[src/rtl/median_pkg.sv]
// Shared definitions for the 11x11 median-filter window path: window geometry,
// pad pixel value and the scan sequencer state encoding.
package median_pkg;
  localparam int K = 11;
  localparam int R = (K - 1) / 2;
  localparam logic [8:0] PAD_PIX = 9'h100;

  typedef enum logic [2:0] {IDLE, RUN, FLUSH_COL, FLUSH_ROW, DONE} scan_state_t;
endpackage

[src/rtl/scan_counter.sv]
// Raster col/row counters over the padded frame (IMG_W+R) x (IMG_H+R); they move
// only on a step and return to (0,0) after the final step of a frame.
module scan_counter #(
  parameter int IMG_W = 640,
  parameter int IMG_H = 480,
  parameter int R     = 5,
  parameter int CW    = 10,
  parameter int RW    = 9
) (
  input  logic          clk,
  input  logic          rst,
  input  logic          step,
  output logic [CW-1:0] col,
  output logic [RW-1:0] row,
  output logic          col_in,
  output logic          col_last_px,
  output logic          col_wrap,
  output logic          row_next_in,
  output logic          frame_last
);
  localparam logic [CW-1:0] COL_LAST = CW'(IMG_W + R - 1);
  localparam logic [RW-1:0] ROW_LAST = RW'(IMG_H + R - 1);

  assign col_in      = col < CW'(IMG_W);
  assign col_last_px = col == CW'(IMG_W - 1);
  assign col_wrap    = col == COL_LAST;
  // row+1 still inside the image, written without the +1 to avoid overflow at ROW_LAST
  assign row_next_in = row < RW'(IMG_H - 1);
  assign frame_last  = col_wrap && (row == ROW_LAST);

  always_ff @(posedge clk or posedge rst) begin
    if (rst) begin
      col <= '0;
      row <= '0;
    end else if (step) begin
      if (col_wrap) begin
        col <= '0;
        row <= frame_last ? '0 : row + 1'b1;
      end else begin
        col <= col + 1'b1;
      end
    end
  end
endmodule

[src/rtl/window_scan_ctrl.sv]
// Window scan sequencer: consumes the raster disparity stream, drives line-buffer
// writes and window shifts, inserts right/bottom flush steps and tags valid windows.
module window_scan_ctrl
  import median_pkg::scan_state_t, median_pkg::IDLE, median_pkg::RUN,
         median_pkg::FLUSH_COL, median_pkg::FLUSH_ROW, median_pkg::DONE;
#(
  parameter int IMG_W = 640,
  parameter int IMG_H = 480,
  parameter int K     = median_pkg::K,
  parameter int CW    = 10,
  parameter int RW    = 9
) (
  input  logic          clk,
  input  logic          rst,
  input  logic          start,
  input  logic          in_valid,
  output logic          in_ready,
  input  logic          dn_ready,
  output logic [CW-1:0] lb_addr,
  output logic          lb_we,
  output logic          pad_sel,
  output logic          win_clken,
  output logic [K-1:0]  row_mask,
  output logic [K-1:0]  col_mask,
  output logic          out_valid,
  output logic [CW-1:0] out_x,
  output logic [RW-1:0] out_y,
  output logic          busy,
  output logic          frame_done
);
  localparam int R = (K - 1) / 2;

  scan_state_t   state;
  logic          step;
  logic [CW-1:0] col;
  logic [RW-1:0] row;
  logic          col_in, col_last_px, col_wrap, row_next_in, frame_last;
  logic [K-1:0]  rm_next;

  scan_counter #(.IMG_W(IMG_W), .IMG_H(IMG_H), .R(R), .CW(CW), .RW(RW)) u_cnt (
    .clk        (clk),
    .rst        (rst),
    .step       (step),
    .col        (col),
    .row        (row),
    .col_in     (col_in),
    .col_last_px(col_last_px),
    .col_wrap   (col_wrap),
    .row_next_in(row_next_in),
    .frame_last (frame_last)
  );

  // Step qualification and pixel handshake per scan region
  always_comb begin
    step     = 1'b0;
    in_ready = 1'b0;
    lb_we    = 1'b0;
    pad_sel  = 1'b0;
    case (state)
      RUN: begin
        step     = in_valid & dn_ready;
        in_ready = dn_ready;
        lb_we    = step;
      end
      FLUSH_COL: begin
        step    = dn_ready;
        pad_sel = 1'b1;
      end
      FLUSH_ROW: begin
        step    = dn_ready;
        lb_we   = step;
        pad_sel = 1'b1;
      end
      default: ;
    endcase
  end

  // Line k of the window holds image row (row-k); valid when that lands inside the frame
  always_comb begin
    rm_next = '0;
    for (int k = 0; k < K; k++)
      rm_next[k] = (int'(row) >= k) && (int'(row) < IMG_H + k);
  end

  assign win_clken  = step;
  assign lb_addr    = col_in ? col : '0;
  assign busy       = state != IDLE;
  assign frame_done = state == DONE;

  always_ff @(posedge clk or posedge rst) begin
    if (rst) begin
      state     <= IDLE;
      row_mask  <= '0;
      col_mask  <= '0;
      out_valid <= 1'b0;
      out_x     <= '0;
      out_y     <= '0;
    end else begin
      out_valid <= 1'b0;
      case (state)
        IDLE: if (start) state <= RUN;
        DONE: state <= IDLE;
        default: if (step) begin
          if (frame_last)       state <= DONE;
          else if (col_wrap)    state <= row_next_in ? RUN : FLUSH_ROW;
          else if (col_last_px) state <= FLUSH_COL;
        end
      endcase
      if (step) begin
        col_mask <= col_wrap ? '0 : {col_mask[K-2:0], col_in};
        row_mask <= rm_next;
        if (row >= RW'(R) && col >= CW'(R)) begin
          out_valid <= 1'b1;
          out_x     <= col - CW'(R);
          out_y     <= row - RW'(R);
        end
      end
    end
  end
endmodule
[config.mk]
export PLATFORM = sky130hd
export DESIGN_NAME = window_scan_ctrl
export DESIGN_NICKNAME = d
export VERILOG_FILES = /design/src/rtl/median_pkg.sv /design/src/rtl/scan_counter.sv /design/src/rtl/window_scan_ctrl.sv
export SDC_FILE = /design/constraint.sdc
export NUM_CORES = 1
export LEC_CHECK = 0
export ABC_AREA = 1
export CORE_MARGIN = 2
export CORE_UTILIZATION = 40
export DETAILED_ROUTE_END_ITERATION = 10
export GPL_TIMING_DRIVEN = 0
export MAX_ROUTING_LAYER = met4
export PLACE_DENSITY_LB_ADDON = 0.2
export SYNTH_ARGS = -nofsm -noshare
export SYNTH_HDL_FRONTEND = slang
export SYNTH_SLANG_ARGS = --single-unit
[constraint.sdc]
create_clock -name clk -period 4.1 [get_ports clk]
set_input_delay 0.41 -clock clk [delete_from_list [all_inputs] [get_ports clk]]
set_output_delay 0.41 -clock clk [all_outputs]
set_load 0.01 [all_outputs]
==> results of run 1 <==
[where the power goes]
part	switching (uW)	total, uW	internal (uW)
Combinational	720	1370	652
Sequential	168	1010	840
Clock	258	533	275
[layer usage]
metal  routed length [um]  up-vias  track usage (%)
li1                     -     1660                -
met1                 4686     1555            30.11
met2                 4313       98            31.13
met3                  499       10            3.675
met4                  106        0            5.405
met5                    0        -                -
[Yosys cell counts, types with 4 or more instances]
| library cell | number |
|---|---|
| a21oi_1 | 13 |
| buf_4 | 4 |
| nor3_1 | 6 |
| o21ai_0 | 34 |
| dfrtp_1 | 64 |
| nor2_1 | 47 |
| o21ai_2 | 16 |
| inv_1 | 38 |
| ha_1 | 7 |
| buf_2 | 7 |
| nand2_2 | 24 |
| nand2_1 | 115 |
| nor2_4 | 5 |
| xor2_1 | 16 |
| buf_6 | 7 |
| nor2_2 | 5 |
| nand4_1 | 9 |
| inv_2 | 7 |
| o21ai_1 | 4 |
| nand3_1 | 29 |
[sequential cells by signal, indices dropped and copies added (netlist names)]
name	flops
out_y	9
col_mask	11
out_x	10
u_cnt.col	10
row_mask	11
out_valid	1
u_cnt.row	9
state	3
[stage by stage]
stage,utilization [%],worst slack [ps]
2_1_floorplan,-,2092
3_3_place_gp,49.22,922.2
3_5_place_dp,49.44,1467
4_1_cts,51.46,1454
5_1_grt,51.46,1366
6_report,51.46,1476
[final cells by class]
| class | instances | share of cell area [%] |
|---|---|---|
| clock inverters | 6 | 1.296 |
| plain buffers | 18 | 3.041 |
| clock buffers | 9 | 2.618 |
| inverters | 45 | 3.570 |
| well taps | 111 | 2.935 |
| repair buffers | 63 | 13.54 |
| flip-flops and latches | 64 | 33.84 |
| multi-input cells | 345 | 39.16 |
[critical path, cell delays in order]
cell and delay (ps):
clkdlybuf4s50_1 490, nand2_1 60, inv_1 50, nand3_1 70, nand2_2 160, inv_2 120, buf_2 210, nor2_1 100
clkdlybuf4s50_1 540
[cell usage in the layout (no fill, tap or decap), types with 3 or more instances in the layout]
cell	instances
o21ai_0	34
clkinv_2	3
ha_1	7
o21ai_1	4
nand4_1	9
nand3_1	29
dfrtp_1	64
nand2_2	24
clkdlybuf4s50_1	62
nor2_1	47
buf_2	7
clkbuf_8	9
buf_6	7
nand2_1	115
nor2_4	5
a21oi_1	13
inv_2	8
xor2_1	16
inv_1	37
buf_4	4
nor3_1	6
o21ai_2	16
nor2_2	5
[worst paths after layout]
path                       slack [ps]         start  cells after the start          end
max in group asynchronous        2930           rst                      3     state[0]
max                              1480      dn_ready                      9        lb_we
max reg2reg                      2070  u_cnt.col[0]                     11     out_y[2]
min                               480   row_mask[0]                      2  row_mask[0]
min in group asynchronous         530           rst                      2     out_y[1]
min reg2reg                       480   row_mask[0]                      2  row_mask[0]
[logic make-up after synthesis]
logic type	Yosys count	share of synthesized area, %
and+or+nand+nor	252	32.05
xor gates and xnor gates	16	3.720
buffers and inverters	63	8.303
adders and majority gates	7	2.325
DFF	64	42.51
AOI/OAI and AO/OA	70	11.09
==> flow_summary.json, run 1 <==
{
  "finalWeightedCongestion": 0.9335,
  "final-instance-count-excl-fill": 661,
  "drc_errors": 0,
  "slew_headroom_pct": 47.47,
  "dominantRegCellSynth": "dfrtp_1",
  "worstPathArrival_ps": 2210,
  "drv_slew": 0,
  "placed_area_mm2": 0.004547,
  "postCtsResizedCells": 0,
  "port_buffers": 62,
  "clk_latency_ps": 340,
  "hold_class": "flip-flop to flip-flop",
  "num-fill-cells": 915,
  "cts_buffers": 9,
  "grt_max_degree": 37,
  "drtIter0Drc": 152,
  "dpl.hpwl_um": 7267,
  "diodes": 0,
  "finalInstanceArea_mm2": 0.004732,
  "overflow": 0,
  "wl_per_cell_um": 14.53,
  "wl_um": 9606,
  "peakVddDrop_mv": 0.3220,
  "hold_violations": 0,
  "tightest_slew_ps": 786.8,
  "cp-end-kind": "output port",
  "syn_nets": 484,
  "syn_area_mm2": 0.003767,
  "vias": 3323,
  "fin_worst_skew_ps": 6.914,
  "h-tree-depth": 3,
  "multi_input_area_mm2": 0.001853,
  "cts_setup_buffers": 0,
  "ys_seq_area_share_pct": 42.51,
  "ys_async_sr_fraction_pct": 100.0,
  "cap_violations": 0,
  "track_usage_pct": 21.11,
  "cts.reportedPaths.clkPinSlew_ps": 70,
  "synth_area_per_cell_um2": 7.982,
  "grt_pass1_wl_um": 16460,
  "boundaryPins": 63,
  "place_inst": 646,
  "die_h_um": 101.1,
  "ys_ff_latch": 64,
  "synth_edf_count": 0,
  "drt_first_pass_iters": 4,
  "cts_tree": "yes",
  "area_growth_pct": 25.61,
  "rows": 35,
  "drive_gt1_share_pct": 18.18,
  "min_period_ps": 2624,
  "worstPathRequired_ps": 3690,
  "ctsHoldBuffers": 0,
  "cts.path.max_buffers": 2,
  "p_leak_uw": 0.002168,
  "grt_pass1_vias": 3233,
  "holdWs_ps": 479.4,
  "worstSetupStartpointType": "input port",
  "final.period_utilization_pct": 63.99,
  "crit_fanout": 10,
  "synthTopCellsByArea": "dfrtp_1 (43%), nand2_1 (11%), nor2_1 (4.7%), o21ai_0 (4.5%), nand2_2 (4.0%)",
  "antenna_left": 0,
  "start_util_pct": 40.97,
  "viasPerCell": 5.027,
  "root_buffer": "clkbuf_8",
  "finalNetCount": 558,
  "synth_area_leader_cell": "dfrtp_1",
  "max_freq_ghz": 0.3811,
  "regArea_mm2": 0.001602,
  "finalSetupViolCount": 0,
  "antenna_found_initial": 0,
  "synth_cell_types": 33,
  "status": "finished clean",
  "synth_top_area_share_pct": 42.51,
  "coreArea_mm2": 0.009196,
  "p_per_area_mw_per_mm2": 615.5,
  "path_class": "input port to output port",
  "die_area_mm2": 0.01021,
  "tns_ps": 0,
  "syn_inst": 472,
  "grt_setup_unrepaired": "no",
  "yosysWarnings": 0,
  "cts_sinks": 64,
  "chipWidth_um": 101.1,
  "finalPower_uw": 2912
}
Note: power is estimated with default switching activity, not from simulation.
==> run 2, diff against run 1 <==
Clock period 4.1 ns to 2.7 ns, I/O delays scaled along.
==> results of run 2 <==
The final DEF is identical to that of run 1. Status: finished clean.
Main changes from that run: setup slack after placement 1467 ps -> 346.8 ps; setup slack after layout 1476 ps -> 251.5 ps; hold slack 479.4 ps -> 393.0 ps; start point of the critical path dn_ready -> state[2]; register-to-register setup slack 2070 ps -> 670 ps; total power 2912 uW -> 4423 uW; worst IR drop on VDD 0.3220 mV -> 0.4889 mV
==> edit 1, RTL diff (settings of run 2) <==
Set the package constant `K` to 13 (it was 11).
--- a/src/rtl/median_pkg.sv
+++ b/src/rtl/median_pkg.sv
@@ -1,7 +1,7 @@
 // Shared definitions for the 11x11 median-filter window path: window geometry,
 // pad pixel value and the scan sequencer state encoding.
 package median_pkg;
-  localparam int K = 11;
+  localparam int K = 13;
   localparam int R = (K - 1) / 2;
   localparam logic [8:0] PAD_PIX = 9'h100;
 
Interface: changed (resized col_mask and row_mask); port bits go from 63 to 67. The function was not compared with the original's and may differ.
==> edit 1 against run 2 <==
  * Non-clock buffer count up 5
  * Largest power group unchanged
  * Routed wire length up 4.9%
  * First-iteration DRC count up 13%
  * Total power up 7.3%
  * Cell count up 8.8%
  * Area after synthesis up 2.5%
  * Setup slack better by 0.011 ns
  * Maximum frequency up 0.45%
  * Synthesized cell count up 7.8%
  * Critical endpoint is now lb_addr[7]
  * Design area up 3.6%
  * Sequential cell count up 4
  * Highest routed layer unchanged
==> edit 1: results (changes against run 2) <==
- Synth unique cells: 29 (was 33)
- Setup Skew: 0.0112 ns (was 0.00691 ns)
- Placer Congestion: 0.881 (was 0.934)
- Synthesized Nets: 525 (was 484)
- VDD IR max: 549 uV (was 489 uV)
- Leakage: 2.33 nW (was 2.17 nW)
- First-pass GRT wire length: 16700 um (was 16500 um)
- Post-synthesis xor/xnor area fraction: 3.86% (was 3.72%)
- Post-Synth Adder-Cell Area: 3.57% (was 2.32%)
- Core Util, Final: 52.8% (was 51.5%)
- Vias: 3533 (was 3323)
- Synth cell count leaders: nand2_1 (136), dfrtp_1 (68), nand3_1 (60), inv_1 (52), nor2_1 (51) (was nand2_1 (115), dfrtp_1 (64), nor2_1 (47), inv_1 (38), o21ai_0 (34))
- Critical path's largest stage delay: 0.46 ns (was 0.54 ns)
- Fraction of layout cells with a size suffix above 1: 9.83% (was 18.2%)
- Maximum number of pins on one net before global-route repair: 69 (was 37)
- I/O Buffers: 66 (was 62)
- Met1 WL: 5100 um (was 4690 um)
- Seq/Total Area, Yosys: 44.1% (was 42.5%)
- Total Wirelength: 10100 um (was 9610 um)
- Placed cell area: 0.00468 sq mm (was 0.00455 sq mm)
- Status: complete, no violations (unchanged)
- Comb pwr: 2.18 mW (was 2.08 mW)
- P per Cell Area: 968 mW/mm^2 (was 935 mW/mm^2)
- Vias in the first global route: 3375 (was 3233)
- Initial DRC count: 172 (was 152)
[edit 1: area by class of cell]
class / count / share of cell area [%]
tap: 129 / 3.29
sequential: 68 / 34.7
clock inverter: 7 / 2.02
inverter: 59 / 4.57
clock buffer: 9 / 2.53
timing repair buffer: 66 / 13.5
multi-input combinational: 361 / 36.8
buffer: 20 / 2.65
[edit 1: stage by stage]
| stage | std cells | setup WS, ns |
|---|---|---|
| 6_report | 719 | 0.262 |
| 2_1_floorplan | 509 | 0.718 |
| 3_3_place_gp | 704 | -0.535 |
| 4_1_cts | 720 | 0.0750 |
| 3_5_place_dp | 704 | 0.172 |
| 5_1_grt | 719 | 0.0534 |
[edit 1: worst reg2reg max path, stage by stage (launching register included)]
cell and delay [ns]:
dfrtp_1 0.45, inv_1 0.25, ha_1 0.20, inv_1 0.05, nor2_1 0.15, nand3_1 0.24
inv_1 0.11, nand3_1 0.25, nand3b_1 0.18, o21ai_0 0.10
[edit 1: worst paths after layout]
| kind | startpoint | end | slack (ns) | depth (start not counted) |
|---|---|---|---|---|
| max | u_cnt.col[8] | lb_addr[7] | 0.26 | 7 |
| min reg2reg | out_y[2] | out_y[2] | 0.47 | 2 |
| max reg2reg | u_cnt.row[1] | u_cnt.row[3] | 0.62 | 9 |
| max in group asynchronous | rst | row_mask[4] | 1.69 | 2 |
| min | rst | out_x[4] | 0.43 | 2 |
| min in group clk | out_y[2] | out_y[2] | 0.47 | 2 |
[edit 1: per-layer routing]
| metal | vias up | GRT usage, % |
|---|---|---|
| li1 | 1786 | - |
| met1 | 1648 | 30.2 |
| met2 | 87 | 30.8 |
| met3 | 12 | 3.63 |
| met4 | 0 | 6.26 |
| met5 | - | - |
==> edit 2, RTL diff (flow settings as in run 2) <==
Made on the original files. Make the reset (`rst`) synchronous in 2 clocked blocks.
--- a/src/rtl/scan_counter.sv
+++ b/src/rtl/scan_counter.sv
@@ -28,7 +28,7 @@
   assign row_next_in = row < RW'(IMG_H - 1);
   assign frame_last  = col_wrap && (row == ROW_LAST);
 
-  always_ff @(posedge clk or posedge rst) begin
+  always_ff @(posedge clk) begin
     if (rst) begin
       col <= '0;
       row <= '0;
--- a/src/rtl/window_scan_ctrl.sv
+++ b/src/rtl/window_scan_ctrl.sv
@@ -87,7 +87,7 @@
   assign busy       = state != IDLE;
   assign frame_done = state == DONE;
 
-  always_ff @(posedge clk or posedge rst) begin
+  always_ff @(posedge clk) begin
     if (rst) begin
       state     <= IDLE;
       row_mask  <= '0;
Check against the original RTL: differs if rst is asserted again (counterexample within 4 cycles, from zero or initial values and one cycle with rst high); with rst held inactive, the same outputs for 10 cycles.
==> edit 2 against run 2 <==
  * Worst hold slack gained 0.069 ns
  * Routed wire length grew 12%
  * Sequential cell count is the same
  * Area after synthesis shrank 2.3%
  * Design area shrank 0.79%
  * Via count grew 11%
  * Maximum frequency shrank 2.9%
  * Setup slack lost 0.073 ns
  * Critical path type unchanged
  * Highest routed layer unchanged
Power is not compared: it rests on default switching activity, and its combinational part moved more than twofold at a synthesized area within 25%.
==> edit 2: results (changes against run 2) <==
- Status: complete, no violations (unchanged)
- Grt met2 use: 36.5% (was 31.1%)
- Critical Path Start: state[1] (was state[2])
- Worst EP arrival: 2.25 ns (was 2.18 ns)
- Post-synthesis xor/xnor area fraction: 3.09% (was 3.72%)
- Total Wirelength: 10800 um (was 9610 um)
- Fillcell total: 901 (was 915)
- Asr flop ratio synth: 0% (was 100%)
- Setup Skew: 0.00832 ns (was 0.00691 ns)
- Core Util, Final: 51.8% (was 51.5%)
- Synth cell count leaders: nand2_1 (110), nor2_1 (69), dfxtp_1 (64), inv_1 (52), nand3_1 (43) (was nand2_1 (115), dfrtp_1 (64), nor2_1 (47), inv_1 (38), o21ai_0 (34))
- Placed cell area: 0.00444 sq mm (was 0.00455 sq mm)
- Top cells by area, synth: dfxtp_1 (35%), nand2_1 (11%), nor2_1 (7.0%), nand3_1 (5.8%), a21oi_1 (5.6%) (was dfrtp_1 (43%), nand2_1 (11%), nor2_1 (4.7%), o21ai_0 (4.5%), nand2_2 (4.0%))
- Synthesized Nets: 544 (was 484)
- Initial DRC count: 136 (was 152)
- Compound-Gate Fraction of Synth Area: 11.6% (was 11.1%)
- Seq/Total Area, Yosys: 34.8% (was 42.5%)
- Nets: 617 (was 558)
- R2R Setup Slk: 0.77 ns (was 0.67 ns)
- Met1 WL: 5110 um (was 4690 um)
- Max frequency: 397 MHz (was 408 MHz)
- Wire length on met3: 544 um (was 499 um)
- GRT met1 Usage: 30.8% (was 30.1%)
- Maximum number of pins on one net before global-route repair: 13 (was 37)
- Post-Synth Adder-Cell Area: 2.38% (was 2.32%)
- Inst Count DP: 705 (was 646)
- Met3 usage: 2.86% (was 3.68%)
- Gr usage total: 23.2% (was 21.1%)
- Met2 WL: 4880 um (was 4310 um)
- Fraction of layout cells with a size suffix above 1: 13.3% (was 18.2%)
- Pwr Total: 2.70 mW
- Non-filler cells, final: 721 (was 661)
- Dpl ws: 0.223 ns (was 0.347 ns)
- Average size of a mapped cell: 6.92 sq um (was 7.98 sq um)
- Post-detail-place hpwl: 7980 um (was 7270 um)
- Placer Congestion: 0.971 (was 0.934)
- Max-slew headroom: 57.1% (was 47.5%)
- Vias in the first global route: 3603 (was 3233)
==> edit 2: cell types whose count changed after synthesis, moves of 4 or more <==
cell      before  now
dfrtp_1       64    0
dfxtp_1        0   64
a21oi_1       13   41
nor2_1        47   69
nand2_2       24    6
o21ai_0       34   18
inv_1         38   52
nand3_1       29   43
o21ai_2       16    2
nand4_1        9   19
clkbuf_1       0    6
a21oi_2        0    5
nand2_1      115  110
xor2_1        16   12
==> edit 2: final cells by class <==
cell class	instances	share of cell area [%]
buffer	25	3.65
clock buffer	10	2.93
clock inverter	6	2.45
inverter	61	4.96
multi-input combinational	382	42.5
sequential	64	27.3
tap	111	2.96
timing repair buffer	62	13.2
==> edit 2: worst min-delay path by stage <==
stage	endpoint	slack [ns]	depth (start not counted)
finish	out_y[4]	0.46	2
global route	out_y[4]	0.49	2
CTS	out_y[4]	0.47	2
detailed placement	out_x[3]	0.46	2
global placement	out_x[2]	0.45	2
floorplan	u_cnt.col[5]	0.35	1
